==> src/rtl/exc_sequencer_if.sv <==
`default_nettype none
//=============================================================================
// exc_sequencer_if - execute-stage/CP0 handshake bundle for the trap sequencer. Rev 1.0
//=============================================================================
interface exc_sequencer_if;
  logic        instr_valid;
  logic        is_syscall;
  logic        is_break;
  logic        is_teq;
  logic        teq_eq;
  logic        is_eret;
  logic [31:0] inst_pc;
  logic [31:0] status;
  logic [31:0] epc_in;
  logic        stall;
  logic        exception;
  logic        eret;
  logic [4:0]  cause;
  logic [31:0] exc_pc;
  logic        redirect;
  logic [31:0] redirect_pc;
  logic [2:0]  depth;

  modport master (
    output instr_valid, is_syscall, is_break, is_teq, teq_eq, is_eret,
    output inst_pc, status, epc_in,
    input  stall, exception, eret, cause, exc_pc, redirect, redirect_pc, depth
  );

  modport slave (
    input  instr_valid, is_syscall, is_break, is_teq, teq_eq, is_eret,
    input  inst_pc, status, epc_in,
    output stall, exception, eret, cause, exc_pc, redirect, redirect_pc, depth
  );
endinterface
`default_nettype wire

==> src/rtl/exc_sequencer.sv <==
`default_nettype none
//=============================================================================
// exc_sequencer - gates trap/eret requests, pulses CP0, then redirects fetch. Rev 1.0
//=============================================================================
module exc_sequencer #(
  parameter logic [31:0] VECTOR    = 32'h00400004,
  parameter int          MAX_DEPTH = 6
) (
  input  wire logic       clk,
  input  wire logic       rst,
  exc_sequencer_if.slave  seq_if
);

  localparam logic [1:0] S_IDLE     = 2'd0;
  localparam logic [1:0] S_SIGNAL   = 2'd1;
  localparam logic [1:0] S_REDIRECT = 2'd2;

  localparam logic [2:0] C_MAX_DEPTH = 3'(MAX_DEPTH);
  localparam logic [4:0] C_CAUSE_SYS = 5'b01000;
  localparam logic [4:0] C_CAUSE_BRK = 5'b01001;
  localparam logic [4:0] C_CAUSE_TEQ = 5'b01101;

  logic [1:0]  state_q, state_d;
  logic        exception_q, exception_d;
  logic        eret_q, eret_d;
  logic        redirect_q, redirect_d;
  logic [4:0]  cause_q, cause_d;
  logic [31:0] exc_pc_q, exc_pc_d;
  logic [31:0] redirect_pc_q, redirect_pc_d;
  logic [31:0] epc_q, epc_d;
  logic        kind_trap_q, kind_trap_d;
  logic [2:0]  depth_q, depth_d;

  logic        w_trap_req;
  logic        w_eret_req;
  logic        w_enable;
  logic [4:0]  w_cause;
  logic        w_accept;
  logic        w_unused_status;

  assign w_unused_status = ^seq_if.status[31:4];

  // Only the highest-priority flag is considered; a TEQ with unequal operands masks lower flags.
  always_comb begin
    w_trap_req = 1'b0;
    w_eret_req = 1'b0;
    w_enable   = 1'b0;
    w_cause    = 5'd0;
    if (seq_if.is_syscall) begin
      w_trap_req = 1'b1;
      w_cause    = C_CAUSE_SYS;
      w_enable   = seq_if.status[0] & seq_if.status[1];
    end else if (seq_if.is_break) begin
      w_trap_req = 1'b1;
      w_cause    = C_CAUSE_BRK;
      w_enable   = seq_if.status[0] & seq_if.status[2];
    end else if (seq_if.is_teq) begin
      w_trap_req = seq_if.teq_eq;
      w_cause    = C_CAUSE_TEQ;
      w_enable   = seq_if.status[0] & seq_if.status[3];
    end else if (seq_if.is_eret) begin
      w_eret_req = 1'b1;
      w_enable   = (depth_q != 3'd0);
    end
  end

  assign w_accept = seq_if.instr_valid & (state_q == S_IDLE) & w_enable &
                    ((w_trap_req & (depth_q < C_MAX_DEPTH)) | w_eret_req);

  always_ff @(posedge clk) begin
    if (rst) begin
      state_q       <= S_IDLE;
      exception_q   <= 1'b0;
      eret_q        <= 1'b0;
      redirect_q    <= 1'b0;
      cause_q       <= 5'd0;
      exc_pc_q      <= 32'd0;
      redirect_pc_q <= 32'd0;
      epc_q         <= 32'd0;
      kind_trap_q   <= 1'b0;
      depth_q       <= 3'd0;
    end else begin
      state_q       <= state_d;
      exception_q   <= exception_d;
      eret_q        <= eret_d;
      redirect_q    <= redirect_d;
      cause_q       <= cause_d;
      exc_pc_q      <= exc_pc_d;
      redirect_pc_q <= redirect_pc_d;
      epc_q         <= epc_d;
      kind_trap_q   <= kind_trap_d;
      depth_q       <= depth_d;
    end
  end

  always_comb begin
    state_d = state_q;
    case (state_q)
      S_IDLE:     if (w_accept) state_d = S_SIGNAL;
      S_SIGNAL:   state_d = S_REDIRECT;
      S_REDIRECT: state_d = S_IDLE;
      default:    state_d = S_IDLE;
    endcase
  end

  always_comb begin
    exception_d   = 1'b0;
    eret_d        = 1'b0;
    redirect_d    = 1'b0;
    cause_d       = cause_q;
    exc_pc_d      = exc_pc_q;
    redirect_pc_d = redirect_pc_q;
    epc_d         = epc_q;
    kind_trap_d   = kind_trap_q;
    depth_d       = depth_q;
    case (state_q)
      S_IDLE: begin
        if (w_accept) begin
          exception_d = w_trap_req;
          eret_d      = ~w_trap_req;
          cause_d     = w_trap_req ? w_cause : 5'd0;
          exc_pc_d    = seq_if.inst_pc;
          kind_trap_d = w_trap_req;
        end
      end
      S_SIGNAL: begin
        redirect_d = 1'b1;
        // epc_in is only valid while eret is high, so it feeds the redirect target directly.
        if (kind_trap_q) begin
          redirect_pc_d = VECTOR;
        end else begin
          redirect_pc_d = seq_if.epc_in;
          epc_d         = seq_if.epc_in;
        end
      end
      S_REDIRECT: begin
        if (kind_trap_q && (depth_q < C_MAX_DEPTH)) begin
          depth_d = depth_q + 3'd1;
        end else if (!kind_trap_q && (depth_q != 3'd0)) begin
          depth_d = depth_q - 3'd1;
        end
      end
      default: ;
    endcase
  end

  assign seq_if.stall       = w_accept | (state_q != S_IDLE);
  assign seq_if.exception   = exception_q;
  assign seq_if.eret        = eret_q;
  assign seq_if.redirect    = redirect_q;
  assign seq_if.cause       = cause_q;
  assign seq_if.exc_pc      = exc_pc_q;
  assign seq_if.redirect_pc = redirect_pc_q;
  assign seq_if.depth       = depth_q;

endmodule
`default_nettype wire
==> src/flat_wrapper.sv <==
// flat-port wrapper written by rule: the top's interface ports become plain ports
module exc_sequencer_flat 
#(
  parameter logic [31:0] VECTOR    = 32'h00400004,
  parameter int          MAX_DEPTH = 6
)
  (clk, rst, seq_if_instr_valid, seq_if_is_syscall, seq_if_is_break, seq_if_is_teq, seq_if_teq_eq, seq_if_is_eret, seq_if_inst_pc, seq_if_status, seq_if_epc_in, seq_if_stall, seq_if_exception, seq_if_eret, seq_if_cause, seq_if_exc_pc, seq_if_redirect, seq_if_redirect_pc, seq_if_depth);
  exc_sequencer_if seq_if_i ();
  input  wire logic clk;
  input  wire logic rst;
  input wire logic [$bits(seq_if_i.instr_valid)-1:0] seq_if_instr_valid;
  input wire logic [$bits(seq_if_i.is_syscall)-1:0] seq_if_is_syscall;
  input wire logic [$bits(seq_if_i.is_break)-1:0] seq_if_is_break;
  input wire logic [$bits(seq_if_i.is_teq)-1:0] seq_if_is_teq;
  input wire logic [$bits(seq_if_i.teq_eq)-1:0] seq_if_teq_eq;
  input wire logic [$bits(seq_if_i.is_eret)-1:0] seq_if_is_eret;
  input wire logic [$bits(seq_if_i.inst_pc)-1:0] seq_if_inst_pc;
  input wire logic [$bits(seq_if_i.status)-1:0] seq_if_status;
  input wire logic [$bits(seq_if_i.epc_in)-1:0] seq_if_epc_in;
  output wire logic [$bits(seq_if_i.stall)-1:0] seq_if_stall;
  output wire logic [$bits(seq_if_i.exception)-1:0] seq_if_exception;
  output wire logic [$bits(seq_if_i.eret)-1:0] seq_if_eret;
  output wire logic [$bits(seq_if_i.cause)-1:0] seq_if_cause;
  output wire logic [$bits(seq_if_i.exc_pc)-1:0] seq_if_exc_pc;
  output wire logic [$bits(seq_if_i.redirect)-1:0] seq_if_redirect;
  output wire logic [$bits(seq_if_i.redirect_pc)-1:0] seq_if_redirect_pc;
  output wire logic [$bits(seq_if_i.depth)-1:0] seq_if_depth;
  assign seq_if_i.instr_valid = seq_if_instr_valid;
  assign seq_if_i.is_syscall = seq_if_is_syscall;
  assign seq_if_i.is_break = seq_if_is_break;
  assign seq_if_i.is_teq = seq_if_is_teq;
  assign seq_if_i.teq_eq = seq_if_teq_eq;
  assign seq_if_i.is_eret = seq_if_is_eret;
  assign seq_if_i.inst_pc = seq_if_inst_pc;
  assign seq_if_i.status = seq_if_status;
  assign seq_if_i.epc_in = seq_if_epc_in;
  assign seq_if_stall = seq_if_i.stall;
  assign seq_if_exception = seq_if_i.exception;
  assign seq_if_eret = seq_if_i.eret;
  assign seq_if_cause = seq_if_i.cause;
  assign seq_if_exc_pc = seq_if_i.exc_pc;
  assign seq_if_redirect = seq_if_i.redirect;
  assign seq_if_redirect_pc = seq_if_i.redirect_pc;
  assign seq_if_depth = seq_if_i.depth;
  exc_sequencer #(.VECTOR(VECTOR), .MAX_DEPTH(MAX_DEPTH)) u_core (.clk(clk), .rst(rst), .seq_if(seq_if_i));
endmodule
==> config.mk <==
export PLATFORM = sky130hd
export DESIGN_NAME = exc_sequencer_flat
export DESIGN_NICKNAME = d
export VERILOG_FILES = /design/src/rtl/exc_sequencer_if.sv /design/src/rtl/exc_sequencer.sv /design/src/flat_wrapper.sv
export SDC_FILE = /design/constraint.sdc
export NUM_CORES = 1
export LEC_CHECK = 0
export BUFFER_PORTS_ARGS = -buffer_cell sky130_fd_sc_hd__buf_2
export CORE_MARGIN = 3
export CORE_UTILIZATION = 47
export CTS_BUF_LIST = sky130_fd_sc_hd__clkbuf_8
export CTS_CLUSTER_DIAMETER = 80
export CTS_CLUSTER_SIZE = 16
export DETAILED_ROUTE_END_ITERATION = 8
export GPL_ROUTABILITY_DRIVEN = 0
export HOLD_SLACK_MARGIN = 0.05
export PLACE_DENSITY = 0.88
export SETUP_SLACK_MARGIN = 0.1
export SLEW_MARGIN = 20
export SYNTH_ARGS = -nofsm -noshare
export SYNTH_HDL_FRONTEND = slang
export SYNTH_SLANG_ARGS = --single-unit
==> constraint.sdc <==
create_clock -name clk -period 3.1 [get_ports clk]
set_input_delay 0.62 -clock clk [delete_from_list [all_inputs] [get_ports clk]]
set_output_delay 0.62 -clock clk [all_outputs]
set_load 0.02 [all_outputs]
### Yosys cells after proc, flatten, opt, wreduce, memory -nomap -nowiden

Index checks and enable logic that the tools add are counted.

| word-level totals | value |
|---|---|
| register bits | 78 |
| word-level logic and storage cells | 58 |

| cells by class | value |
|---|---|
| reduce and logical (&&, ||, !) cells | 10 |
| add/sub/neg operators | 2 |
| magnitude comparators | 1 |
| equality and inequality tests | 3 |
| multiplexer cells | 21 |
| bitwise gates (word level) | 12 |

Operators by type and width:

| cell | number |
|---|---|
| $mux 32 | 1 |
| $mux 5 | 3 |
| $mux 1 | 12 |
| $and 1x1->1 | 7 |
| $mux 3 | 2 |
| $mux 4 | 1 |
| $pmux 2 s2 | 1 |
| $reduce_and 2->1 | 2 |
| $reduce_bool 2->1 | 2 |
| $add 3x1->3 const B | 1 |
| $lt 3x3->1 const B | 1 |
| $not 1->1 | 3 |
| $reduce_bool 3->1 | 1 |
| $reduce_or 3->1 | 1 |
| $sub 3x1->3 const B | 1 |
| $eq 2x1->1 const B | 1 |
| $eq 2x2->1 const B | 1 |
| $logic_and 1x1->1 | 2 |
| $logic_not 2->1 | 1 |
| $mux 2 | 1 |
| $ne 2x1->1 const B | 1 |
| $or 1x1->1 | 2 |
| $logic_not 1->1 | 1 |

### Depth between registers and ports, before layout

Gate-level depths: netlist of the first run.

| logic depth | value |
|---|---|
| depth in word-level cells | 9 |
| gate-level depth with buffers | 7 |
| gate-level depth less buffers | 6 |

### Worst setup path after synthesis of the first run

OpenSTA, ideal clock, no wires.

| path | value |
|---|---|
| path type | input -> output |
| start | in seq_if_is_teq |
| end | out seq_if_stall |
| data arrival time | 1.889 ns |
| cell stages on the path | 5 |
| path slack | 0.591 ns |
| data required time | 2.480 ns |
| cell sequence | or3b_1 o32ai_2 a21oi_2 clkbuf_1 o21ai_0 |

| on the way | value |
|---|---|
| word-level cells in the longest chain between the ends | 7 |
| elaborated cells between the ends (all ways) | 14 |
| classes of those cells | 9 x mux; 5 x bitwise |

RTL lines:

| item | line | source |
|---|---|---|
| start, declared | flat_wrapper.sv:14 | `input wire logic [$bits(seq_if_i.is_teq)-1:0] seq_if_is_teq;` |
| $mux 1 | exc_sequencer.sv:57 | `end else if (seq_if.is_teq) begin` |
| $mux 1 | exc_sequencer.sv:53 | `end else if (seq_if.is_break) begin` |
| $mux 1 | exc_sequencer.sv:49 | `if (seq_if.is_syscall) begin` |
| $and 1x1->1 | exc_sequencer.sv:68 | `((w_trap_req & (depth_q < C_MAX_DEPTH)) \| w_eret_req);` |
| $or 1x1->1 | exc_sequencer.sv:68 |  |
| $and 1x1->1 (*) | exc_sequencer.sv:67 | `assign w_accept = seq_if.instr_valid & (state_q == S_IDLE) & w_enable &` |
| $or 1x1->1 (*) | exc_sequencer.sv:147 | `assign seq_if.stall = w_accept \| (state_q != S_IDLE);` |
| end, declared | flat_wrapper.sv:20 | `output wire logic [$bits(seq_if_i.stall)-1:0] seq_if_stall;` |

Mark *: on every way between the ends. The rest lies on a longest branch, timed or not.

### Worst setup path in the final report of the first run

Ends and elaborated chain as after synthesis.

==> impl_metrics.yaml, run 1 <==
clock_tree:
  cts_resized: 0
  postCtsSetupRepairBufs: 0
  cts_tree: "done"
  hold_buffers: 0
  ctsLongestPathBuffers: 2
  clk_latency_ps: 330
  worst_setup_hold_path_clk_slew_ps: 70
  tritoncts.num_buffers: 9
  clock-root-buffer: "sky130_fd_sc_hd__clkbuf_8"
  htree_levels: 3
  tritoncts_num_sinks: 76
timing:
  fmax_ghz: 0.424
  rsz0062_at_grt: "no"
  final_max_slew_viol_count: 0
  finalSetupTns_ps: 0
  final-setup-viol-count: 0
  finalCritPeriodShare: 0.761
  final_period_minus_worst_setup_slack_ps: 2360
  skew_ps: 7.03
  hold_viol: 0
  hold-worst-slack_ps: 474
routing:
  topRoutingLayerUsed: "met4"
  antenna_violating_nets_post_route: 0
  wl_met2_um: 3780
  detailedRoute.firstPassIterationCount: 4
  via_count_of_the_routed_design: 2696
  drt_initial_violations: 119
  remaining_drc_errors: 0
  vias_per_cell: 5.32
  wirelength_met1_um: 2930
  avgRoutedWirePerCell_um: 14.5
  post_detailed_routing_wire_length_um: 7350
  met3_length_um: 426
power:
  leakagePower_uw: 0.00177
  p_per_area_nw_per_um2: 557
  vdd_ir_drop_max_mv: 0.262
setup_path:
  cpMostUsedCell: "sky130_fd_sc_hd__buf_2"
  critPathKind: "input port to primary output"
  timing.critical_path.cells: "buf_2, or3b_1, o32ai_2, a21oi_2, o21ai_0, buf_2"
  worst_stage_delay_on_the_critical_path_ps: 390
  worst_setup_path_end_kind: "primary output"
  r2r-end: "u_core.seq_if.cause[0]$_SDFFE_PP0P_"
  reg_to_reg_critical_path_startpoint: "u_core.seq_if.depth[1]$_SDFFE_PP0P_"
  reg2regPathDepth: 6
  setup.reg_to_reg.worst_slack_ps: 1190
  crit_path_max_fanout: 4
  standard_cell_with_the_maximum_stage_delay_on_the_critical_path: "sky130_fd_sc_hd__or3b_1"
  timing.critical_path.to: "seq_if_stall"
  worstSetupStartpoint: "seq_if_is_teq"
  arrival_worst_endpoint_ps: 1740
  required_time_at_the_worst_slack_endpoint_ps: 2480
  cp-start-kind: "input port"
flow_run:
  drv_cap: 0
synthesis:
  synth_compound_area_frac: 0.253
  ys_types: 37
  synthMuxAreaShare: 0.00360
  number_of_warnings_issued_by_yosys: 0
  ys_async_sr_fraction: 0
  synth_area_leader_cell: "sky130_fd_sc_hd__dfxtp_1"
  synthTopCellsByCount: "sky130_fd_sc_hd__dfxtp_1, sky130_fd_sc_hd__a21oi_1, sky130_fd_sc_hd__nand3_1, sky130_fd_sc_hd__o21ai_0, sky130_fd_sc_hd__a22o_1"
  ys_seq_elements: 76
  synth_area_um2: 2780
  sequential_to_total_area_share_from_yosys_stat: 0.547
  synth-edff-count: 0
  synth_adder_area_share: 0.00719
  synth_flop_type: "sky130_fd_sc_hd__dfxtp_1"
  synth_xor_xnor_area_share: 0.00629
  post-synth-top-count-cell: "sky130_fd_sc_hd__dfxtp_1"
  synth_top_cell_area_share: 0.547
  post_synth_main_area_contributors: "sky130_fd_sc_hd__dfxtp_1, sky130_fd_sc_hd__a22o_1, sky130_fd_sc_hd__a21oi_1"
  postSynthCellCount: 291
  synth_simple_gate_area_frac: 0.126
  largest_family_of_logic_cells_by_synthesized_area: "compound AO/OA/AOI/OAI gates"
  mean_post_synth_cell_area_um2: 9.56
floorplan:
  die_area_um2: 6880
  top_level_ports: 180
  dieWidth_um: 82.9
  num_rows: 27
  die-height_um: 82.9
  core_area_um2: 5610
  start_util: 0.496
status:
  status: "complete, no violations"
grt:
  grt_pass1_vias: 2522
  grt-ovfl-total: 0
  number_of_antenna_violations_at_the_first_check_in_global_routing: 0
  grt_start_max_net_pins: 45
  groute.usage.overall: 0.209
  first_pass_grt_wire_length_um: 11900
finish:
  layout.nets: 535
  post_route_cells_drive_above_1_share: 0.407
  layout-area-overhead-vs-synth_pct: 34.8
  fill_cells: 481
  antenna_cells: 0
placement:
  place.port_buffers: 149
  dp_hpwl_um: 5260
hold_path:
  hp-class: "flop to flop"
==> stage by stage <==
step                      std cells  total power, uW  setup WS, ps  cell area [um2]  utilization
after floorplan                 292             1200           591             2790            -
after global placement          491             1290           785             3530        0.630
after detailed placement        491             1300           732             3530        0.630
after CTS                       507             2100           734             3750        0.669
after global routing            507             2170           610             3750        0.669
final                           507             2090           740             3750        0.669
==> power by group <==
part / total, uW / internal, uW / switching, uW
Combinational: 253 / 94.9 / 158
Clock: 811 / 468 / 343
Sequential: 1030 / 1010 / 16.8
Total: 2090 / 1570 / 518
==> cell families after synthesis <==
family / Yosys count
buffers and inverters: 31
AND/OR/NAND/NOR: 67
flip-flops: 76
other: 1
XOR/XNOR: 2
AO/OA/AOI/OAI: 112
multiplexers: 1
adder cells (fa/ha/maj): 1
==> worst max-delay path, delay by kind of cell <==
kind	cells	cell delay, ps
AOI/OAI and AO/OA	3	410
buffers and inverters	2	320
and+or+nand+nor	1	390
==> registers in the layout (all words and copies together) (netlist names) <==
register / flops
u_core.kind_trap_q: 1
u_core.seq_if.cause: 3
u_core.seq_if.depth: 3
u_core.seq_if.eret: 1
u_core.seq_if.exc_pc: 32
u_core.seq_if.exception: 1
u_core.seq_if.redirect: 1
u_core.seq_if.redirect_pc: 32
u_core.state_q: 2
==> cells in the final DEF (no fill, tap or decap) <==
cell and count:
sky130_fd_sc_hd__buf_2 149, sky130_fd_sc_hd__dfxtp_1 76, sky130_fd_sc_hd__a21oi_1 38, sky130_fd_sc_hd__nand3_1 34
sky130_fd_sc_hd__o21ai_0 34, sky130_fd_sc_hd__a22o_1 30, sky130_fd_sc_hd__clkbuf_8 10, sky130_fd_sc_hd__nor2_1 9
sky130_fd_sc_hd__buf_4 7, sky130_fd_sc_hd__nor3_1 6, sky130_fd_sc_hd__nand2_1 3, sky130_fd_sc_hd__inv_1 3
sky130_fd_sc_hd__and2_1 3, sky130_fd_sc_hd__clkinv_2 3, sky130_fd_sc_hd__nor3_2 2, sky130_fd_sc_hd__nor2b_1 2
sky130_fd_sc_hd__a211oi_1 2, sky130_fd_sc_hd__o21ai_1 2, sky130_fd_sc_hd__conb_1 2, sky130_fd_sc_hd__bufinv_16 2
sky130_fd_sc_hd__a31oi_1 1, sky130_fd_sc_hd__a21boi_1 1, sky130_fd_sc_hd__or3b_1 1, sky130_fd_sc_hd__o32ai_2 1
sky130_fd_sc_hd__a21oi_2 1, sky130_fd_sc_hd__nand2b_4 1, sky130_fd_sc_hd__a21o_1 1, sky130_fd_sc_hd__or2_1 1
sky130_fd_sc_hd__a211o_1 1, sky130_fd_sc_hd__mux2i_1 1, sky130_fd_sc_hd__xor2_1 1, sky130_fd_sc_hd__nor2_2 1
sky130_fd_sc_hd__nand2b_1 1, sky130_fd_sc_hd__or4_1 1, sky130_fd_sc_hd__nor4_1 1, sky130_fd_sc_hd__xnor2_1 1
sky130_fd_sc_hd__or3_1 1, sky130_fd_sc_hd__fa_1 1
==> how the worst min path moves through the flow <==
stage / from / end / slack, ps / cells past startpoint
floorplan: u_core.state_q[0]$_SDFFE_PP0P_ / u_core.seq_if.redirect$_SDFF_PP0_ / 540 / 2
global placement: u_core.seq_if.redirect_pc[27]$_SDFFE_PP0P_ / u_core.seq_if.redirect_pc[27]$_SDFFE_PP0P_ / 460 / 1
finish: u_core.seq_if.exc_pc[12]$_SDFFE_PP0P_ / u_core.seq_if.exc_pc[12]$_SDFFE_PP0P_ / 470 / 2
global route: seq_if_epc_in[5] / u_core.seq_if.redirect_pc[5]$_SDFFE_PP0P_ / 480 / 2
CTS: u_core.seq_if.exc_pc[5]$_SDFFE_PP0P_ / u_core.seq_if.exc_pc[5]$_SDFFE_PP0P_ / 470 / 2
detailed placement: u_core.seq_if.redirect_pc[13]$_SDFFE_PP0P_ / u_core.seq_if.redirect_pc[13]$_SDFFE_PP0P_ / 460 / 1
==> area by class of cell <==
type | count | area, um2 | area share
Tap cell | 72 | 90.1 | 0.0240
Inverter | 2 | 7.51 | 0.00200
Sequential cell | 76 | 1520 | 0.406
Timing Repair Buffer | 156 | 798 | 0.213
Clock inverter | 6 | 78.8 | 0.0210
Multi-Input combinational cell | 185 | 1120 | 0.298
Clock buffer | 10 | 138 | 0.0367
==> metal layers <==
metal / vias to the layer above / global-route usage
met5: - / 0
met4: 0 / 0.107
met3: 20 / 0.0417
met2: 100 / 0.365
met1: 1248 / 0.240
li1: 1328 / -
(Power assumes the default switching activity.)
==> run 2: changes to the inputs <==
--- a/config.mk
+++ b/config.mk
@@ -7,14 +7,14 @@
 export LEC_CHECK = 0
 export BUFFER_PORTS_ARGS = -buffer_cell sky130_fd_sc_hd__buf_2
 export CORE_MARGIN = 3
-export CORE_UTILIZATION = 47
+export CORE_UTILIZATION = 39
 export CTS_BUF_LIST = sky130_fd_sc_hd__clkbuf_8
 export CTS_CLUSTER_DIAMETER = 80
 export CTS_CLUSTER_SIZE = 16
 export DETAILED_ROUTE_END_ITERATION = 8
 export GPL_ROUTABILITY_DRIVEN = 0
 export HOLD_SLACK_MARGIN = 0.05
-export PLACE_DENSITY = 0.88
+export PLACE_DENSITY = 0.78
 export SETUP_SLACK_MARGIN = 0.1
 export SLEW_MARGIN = 20
 export SYNTH_ARGS = -nofsm -noshare
==> constraint.sdc (replaced) <==
create_clock -name clk -period 2.11 [get_ports clk]
set_input_delay 0.422 -clock clk [delete_from_list [all_inputs] [get_ports clk]]
set_output_delay 0.422 -clock clk [all_outputs]
set_load 0.02 [all_outputs]
==> impl_metrics.yaml, run 2 (synthesized netlist as in run 1, its figures left out) <==
finish:
  layout_common_cells: "sky130_fd_sc_hd__buf_2, sky130_fd_sc_hd__dfxtp_1, sky130_fd_sc_hd__a21oi_1, sky130_fd_sc_hd__nand3_1, sky130_fd_sc_hd__o21ai_0"
  layout.nets: 538
  layout-area-overhead-vs-synth_pct: 40.2
  layout_commonest_cell: "sky130_fd_sc_hd__buf_2"
  finalNonFillerCells: 534
  post_route_cells_drive_above_1_share: 0.420
  antenna_cells: 0
floorplan:
  die-height_um: 90.5
  num_rows: 30
  core_area_um2: 6870
  top_level_ports: 180
  die_area_um2: 8180
  dieWidth_um: 90.5
  start_util: 0.405
grt:
  met1_usage: 0.213
  grt.met3_usage: 0.0408
  grt_start_max_net_pins: 47
  first_pass_grt_wire_length_um: 12200
  grt_pass1_vias: 2573
  gr-max-usage-layer: "met2"
  groute.usage.overall: 0.180
  number_of_antenna_violations_at_the_first_check_in_global_routing: 0
  grt-ovfl-total: 0
  grt_util_met2: 0.304
timing:
  final_period_minus_worst_setup_slack_ps: 1990
  fmax_ghz: 0.502
  final-setup-viol-count: 0
  finalSetupTns_ps: 0
  worst-slew-pin-transition_ps: 668
  hold-worst-slack_ps: 288
  hold_viol: 0
  final_max_slew_viol_count: 0
  finalCritPeriodShare: 0.943
  skew_ps: 9.98
  rsz0062_at_grt: "yes"
  post-route-worst-setup-slack_ps: 120
  relSlewSlack: 0.553
routing:
  remaining_drc_errors: 0
  antenna_violating_nets_post_route: 0
  detailedRoute.firstPassIterationCount: 4
  post_detailed_routing_wire_length_um: 7520
  vias_per_cell: 5.05
  drt_initial_violations: 128
  avgRoutedWirePerCell_um: 14.1
  via_count_of_the_routed_design: 2696
clock_tree:
  worst_setup_hold_path_clk_slew_ps: 80
  hold_buffers: 0
  cts_tree: "done"
  clock-root-buffer: "sky130_fd_sc_hd__clkbuf_8"
  ctsLongestPathBuffers: 2
  clk_latency_ps: 340
  tritoncts.num_buffers: 9
  htree_levels: 3
  tritoncts_num_sinks: 76
power:
  leakagePower_uw: 0.00182
  total_power_uw: 3330
  p_per_area_nw_per_um2: 855
  vdd_ir_drop_max_mv: 0.418
placement:
  post-place-ws_ps: 110
  dp.cells: 515
  place.port_buffers: 149
  dp_hpwl_um: 5280
setup_path:
  critical-path-top-delay-family: "compound AO/OA/AOI/OAI gates"
  standard_cell_with_the_maximum_stage_delay_on_the_critical_path: "sky130_fd_sc_hd__dfxtp_4"
  cp-start-kind: "flop"
  critPathKind: "flop to primary output"
  arrival_worst_endpoint_ps: 1570
  worst_stage_delay_on_the_critical_path_ps: 360
  crit_path_max_fanout: 4
  path_buf_inv: 1
  required_time_at_the_worst_slack_endpoint_ps: 1690
  worst_setup_path_end_kind: "primary output"
  timing.critical_path.cells: "and2_4, o32ai_4, a21oi_2, o21ai_1, buf_4"
status:
  status: "complete, no violations"
hold_path:
  hp-class: "input port to flop"
flow_run:
  drv_cap: 0
## run 2: metal layers
layer  part of all wire  routed length, um
met1               0.43               3200
met2               0.50               3770
met3              0.051                381
met4              0.023                170
met5                  0                  0
## run 2: timing repair
action | in CTS | in global routing
gates resized for setup | 3 | 5
setup endpoints to repair | 1 | 1
setup buffers | 1 | 2
pin swaps | 2 | 3
## run 2: path summary, 6_finish.rpt
path,start,to,slack (ps),depth (start not counted)
hold reg to reg,u_core.seq_if.exc_pc[29]$_SDFFE_PP0P_,u_core.seq_if.exc_pc[29]$_SDFFE_PP0P_,470,2
hold / removal,seq_if_epc_in[16],u_core.seq_if.redirect_pc[16]$_SDFFE_PP0P_,290,2
setup / recovery,u_core.seq_if.depth[1]$_SDFFE_PP0P_,seq_if_stall,120,5
setup reg to reg,u_core.seq_if.depth[1]$_SDFFE_PP0P_,u_core.seq_if.cause[2]$_SDFFE_PP0P_,330,7
## run 2: final cells by class
| type | instances | area (um2) |
|---|---|---|
| Fill cell | 649 | 2970 |
| Sequential cell | 76 | 1530 |
| Multi-Input combinational cell | 185 | 1150 |
| Timing Repair Buffer | 159 | 836 |
| Clock inverter | 7 | 140 |
| Clock buffer | 9 | 124 |
| Tap cell | 96 | 120 |
| Inverter | 2 | 7.51 |
## run 2: report_power, final
part           internal, uW  leakage [uW]  switching [uW]
sequential             1480      0.000617            24.3
combinational           151       0.00107             240
clock                   903      0.000131             533
total                  2540       0.00182             798
## run 2: metrics by stage
| step | instance area (um2) | utilization |
|---|---|---|
| 6_report | 3900 | 0.568 |
| 5_1_grt | 3900 | 0.568 |
| 4_1_cts | 3860 | 0.561 |
| 3_5_place_dp | 3580 | 0.521 |
| 3_3_place_gp | 3580 | 0.521 |
| 2_1_floorplan | 2790 | - |
==> run 3: changes to the inputs <==
--- a/config.mk
+++ b/config.mk
@@ -15,6 +15,7 @@
 export GPL_ROUTABILITY_DRIVEN = 0
 export HOLD_SLACK_MARGIN = 0.05
 export PLACE_DENSITY = 0.78
+export RECOVER_POWER = 100
 export SETUP_SLACK_MARGIN = 0.1
 export SLEW_MARGIN = 20
 export SYNTH_ARGS = -nofsm -noshare
==> impl_metrics.yaml, run 3 (synthesized netlist as in run 1, its figures left out) <==
setup_path:
  critPathKind: "flop to primary output"
  reg2regPathDepth: 7
  r2r-end: "u_core.seq_if.exc_pc[16]$_SDFFE_PP0P_"
  required_time_at_the_worst_slack_endpoint_ps: 1690
  worst_setup_path_end_kind: "primary output"
  worst_stage_delay_on_the_critical_path_ps: 350
  standard_cell_with_the_maximum_stage_delay_on_the_critical_path: "sky130_fd_sc_hd__dfxtp_2"
  arrival_worst_endpoint_ps: 1560
  cp-start-kind: "flop"
  reg_to_reg_critical_path_startpoint: "u_core.seq_if.depth[1]$_SDFFE_PP0P_"
  timing.critical_path.cells: "and2_4, o32ai_4, a21oi_2, o21ai_1, buf_2"
  setup.reg_to_reg.worst_slack_ps: 180
  crit_path_max_fanout: 4
finish:
  layout-area-overhead-vs-synth_pct: 35.7
  multi_input_comb_area_um2: 1140
  layout.nets: 538
  seqCellArea_um2: 1520
  antenna_cells: 0
  layout_commonest_cell: "sky130_fd_sc_hd__buf_2"
  post_route_cells_drive_above_1_share: 0.247
  fill_cells: 691
  layout_common_cells: "sky130_fd_sc_hd__buf_2, sky130_fd_sc_hd__clkbuf_1, sky130_fd_sc_hd__dfxtp_1, sky130_fd_sc_hd__a21oi_1, sky130_fd_sc_hd__nand3_1"
  final_cell_area_um2: 3780
clock_tree:
  hold_buffers: 0
  htree_levels: 3
  clk_latency_ps: 340
  cts_tree: "done"
  tritoncts.num_buffers: 9
  worst_setup_hold_path_clk_slew_ps: 80
  ctsLongestPathBuffers: 2
  tritoncts_num_sinks: 76
  clock-root-buffer: "sky130_fd_sc_hd__clkbuf_8"
routing:
  vias_per_cell: 5.05
  remaining_drc_errors: 0
  detailedRoute.firstPassIterationCount: 4
  post_detailed_routing_wire_length_um: 7600
  via_count_of_the_routed_design: 2695
  antenna_violating_nets_post_route: 0
  avgRoutedWirePerCell_um: 14.2
  drt_initial_violations: 126
power:
  leakagePower_uw: 0.00149
  total_power_uw: 3310
  vdd_ir_drop_max_mv: 0.417
  p_per_area_nw_per_um2: 877
timing:
  fmax_ghz: 0.504
  final_max_slew_viol_count: 0
  worst-slew-pin-transition_ps: 959
  final_period_minus_worst_setup_slack_ps: 1980
  rsz0062_at_grt: "yes"
  hold-worst-slack_ps: 286
  relSlewSlack: 0.361
  finalSetupTns_ps: 0
  post-route-worst-setup-slack_ps: 127
  finalCritPeriodShare: 0.940
  final-setup-viol-count: 0
  hold_viol: 0
  skew_ps: 9.75
grt:
  number_of_antenna_violations_at_the_first_check_in_global_routing: 0
  groute.usage.overall: 0.180
  grt_util_met2: 0.304
  gr-max-usage-layer: "met2"
  grt_pass1_vias: 2573
  met1_usage: 0.213
  first_pass_grt_wire_length_um: 12200
  grt-ovfl-total: 0
  grt.met3_usage: 0.0408
  grt_start_max_net_pins: 47
placement:
  post-place-ws_ps: 110
  dpl_cell_area_um2: 3580
  place.port_buffers: 149
  dp_hpwl_um: 5280
hold_path:
  hold_end: "u_core.seq_if.redirect_pc[5]$_SDFFE_PP0P_"
  whs_path_depth: 2
  hp-class: "input port to flop"
  min-delay-start: "seq_if_epc_in[5]"
flow_run:
  drv_cap: 0
floorplan:
  die-height_um: 90.5
  top_level_ports: 180
  start_util: 0.405
  dieWidth_um: 90.5
  num_rows: 30
  core_area_um2: 6870
  die_area_um2: 8180
status:
  status: "complete, no violations"
run 3: cell type report:
class / instances / area share
clock buffers: 9 / 0.0328
clock inverters: 7 / 0.0371
inverters: 2 / 0.00199
multi-input cells: 185 / 0.302
flip-flops and latches: 76 / 0.404
well taps: 96 / 0.0318
repair buffers: 159 / 0.191
run 3: worst max-delay path: cells and delay by family, from the launching register on:
kind | cells | cell delay (ps)
compound gates | 3 | 530
flops | 1 | 350
buf+inv | 1 | 180
simple gates | 1 | 170
run 3: timing repair:
item                                    4_1_cts  5_1_grt
buffers inserted                              1        2
gates resized for setup                       3        5
endpoints found under the setup margin        1        1
pin swaps                                     2        3
run 3: worst max path at each step:
stage	startpoint	end	slack (ps)	depth (start not counted)
after floorplan	seq_if_is_teq	seq_if_stall	150	5
after global placement	seq_if_is_teq	u_core.kind_trap_q$_SDFFE_PP0P_	160	7
after detailed placement	seq_if_is_teq	u_core.kind_trap_q$_SDFFE_PP0P_	110	7
after CTS	u_core.seq_if.depth[1]$_SDFFE_PP0P_	seq_if_stall	130	5
after global routing	u_core.seq_if.depth[1]$_SDFFE_PP0P_	seq_if_stall	20	5
final	u_core.seq_if.depth[1]$_SDFFE_PP0P_	seq_if_stall	130	5
run 3: power breakdown:
group          switching (uW)  internal (uW)  total [uW]
Combinational             239            131         370
Sequential               25.7           1480        1510
Clock                     531            903        1430
Total                     796           2520        3310
run 3: metrics by stage:
stage	utilization	std cells
2_1_floorplan	-	292
3_3_place_gp	0.521	515
3_5_place_dp	0.521	515
4_1_cts	0.561	532
5_1_grt	0.550	534
6_report	0.550	534
run 3: per-layer routing:
layer	routed length, um	vias up
li1	-	1332
met4	141	0
met3	384	12
met2	3790	85
met1	3290	1266
met5	0	-
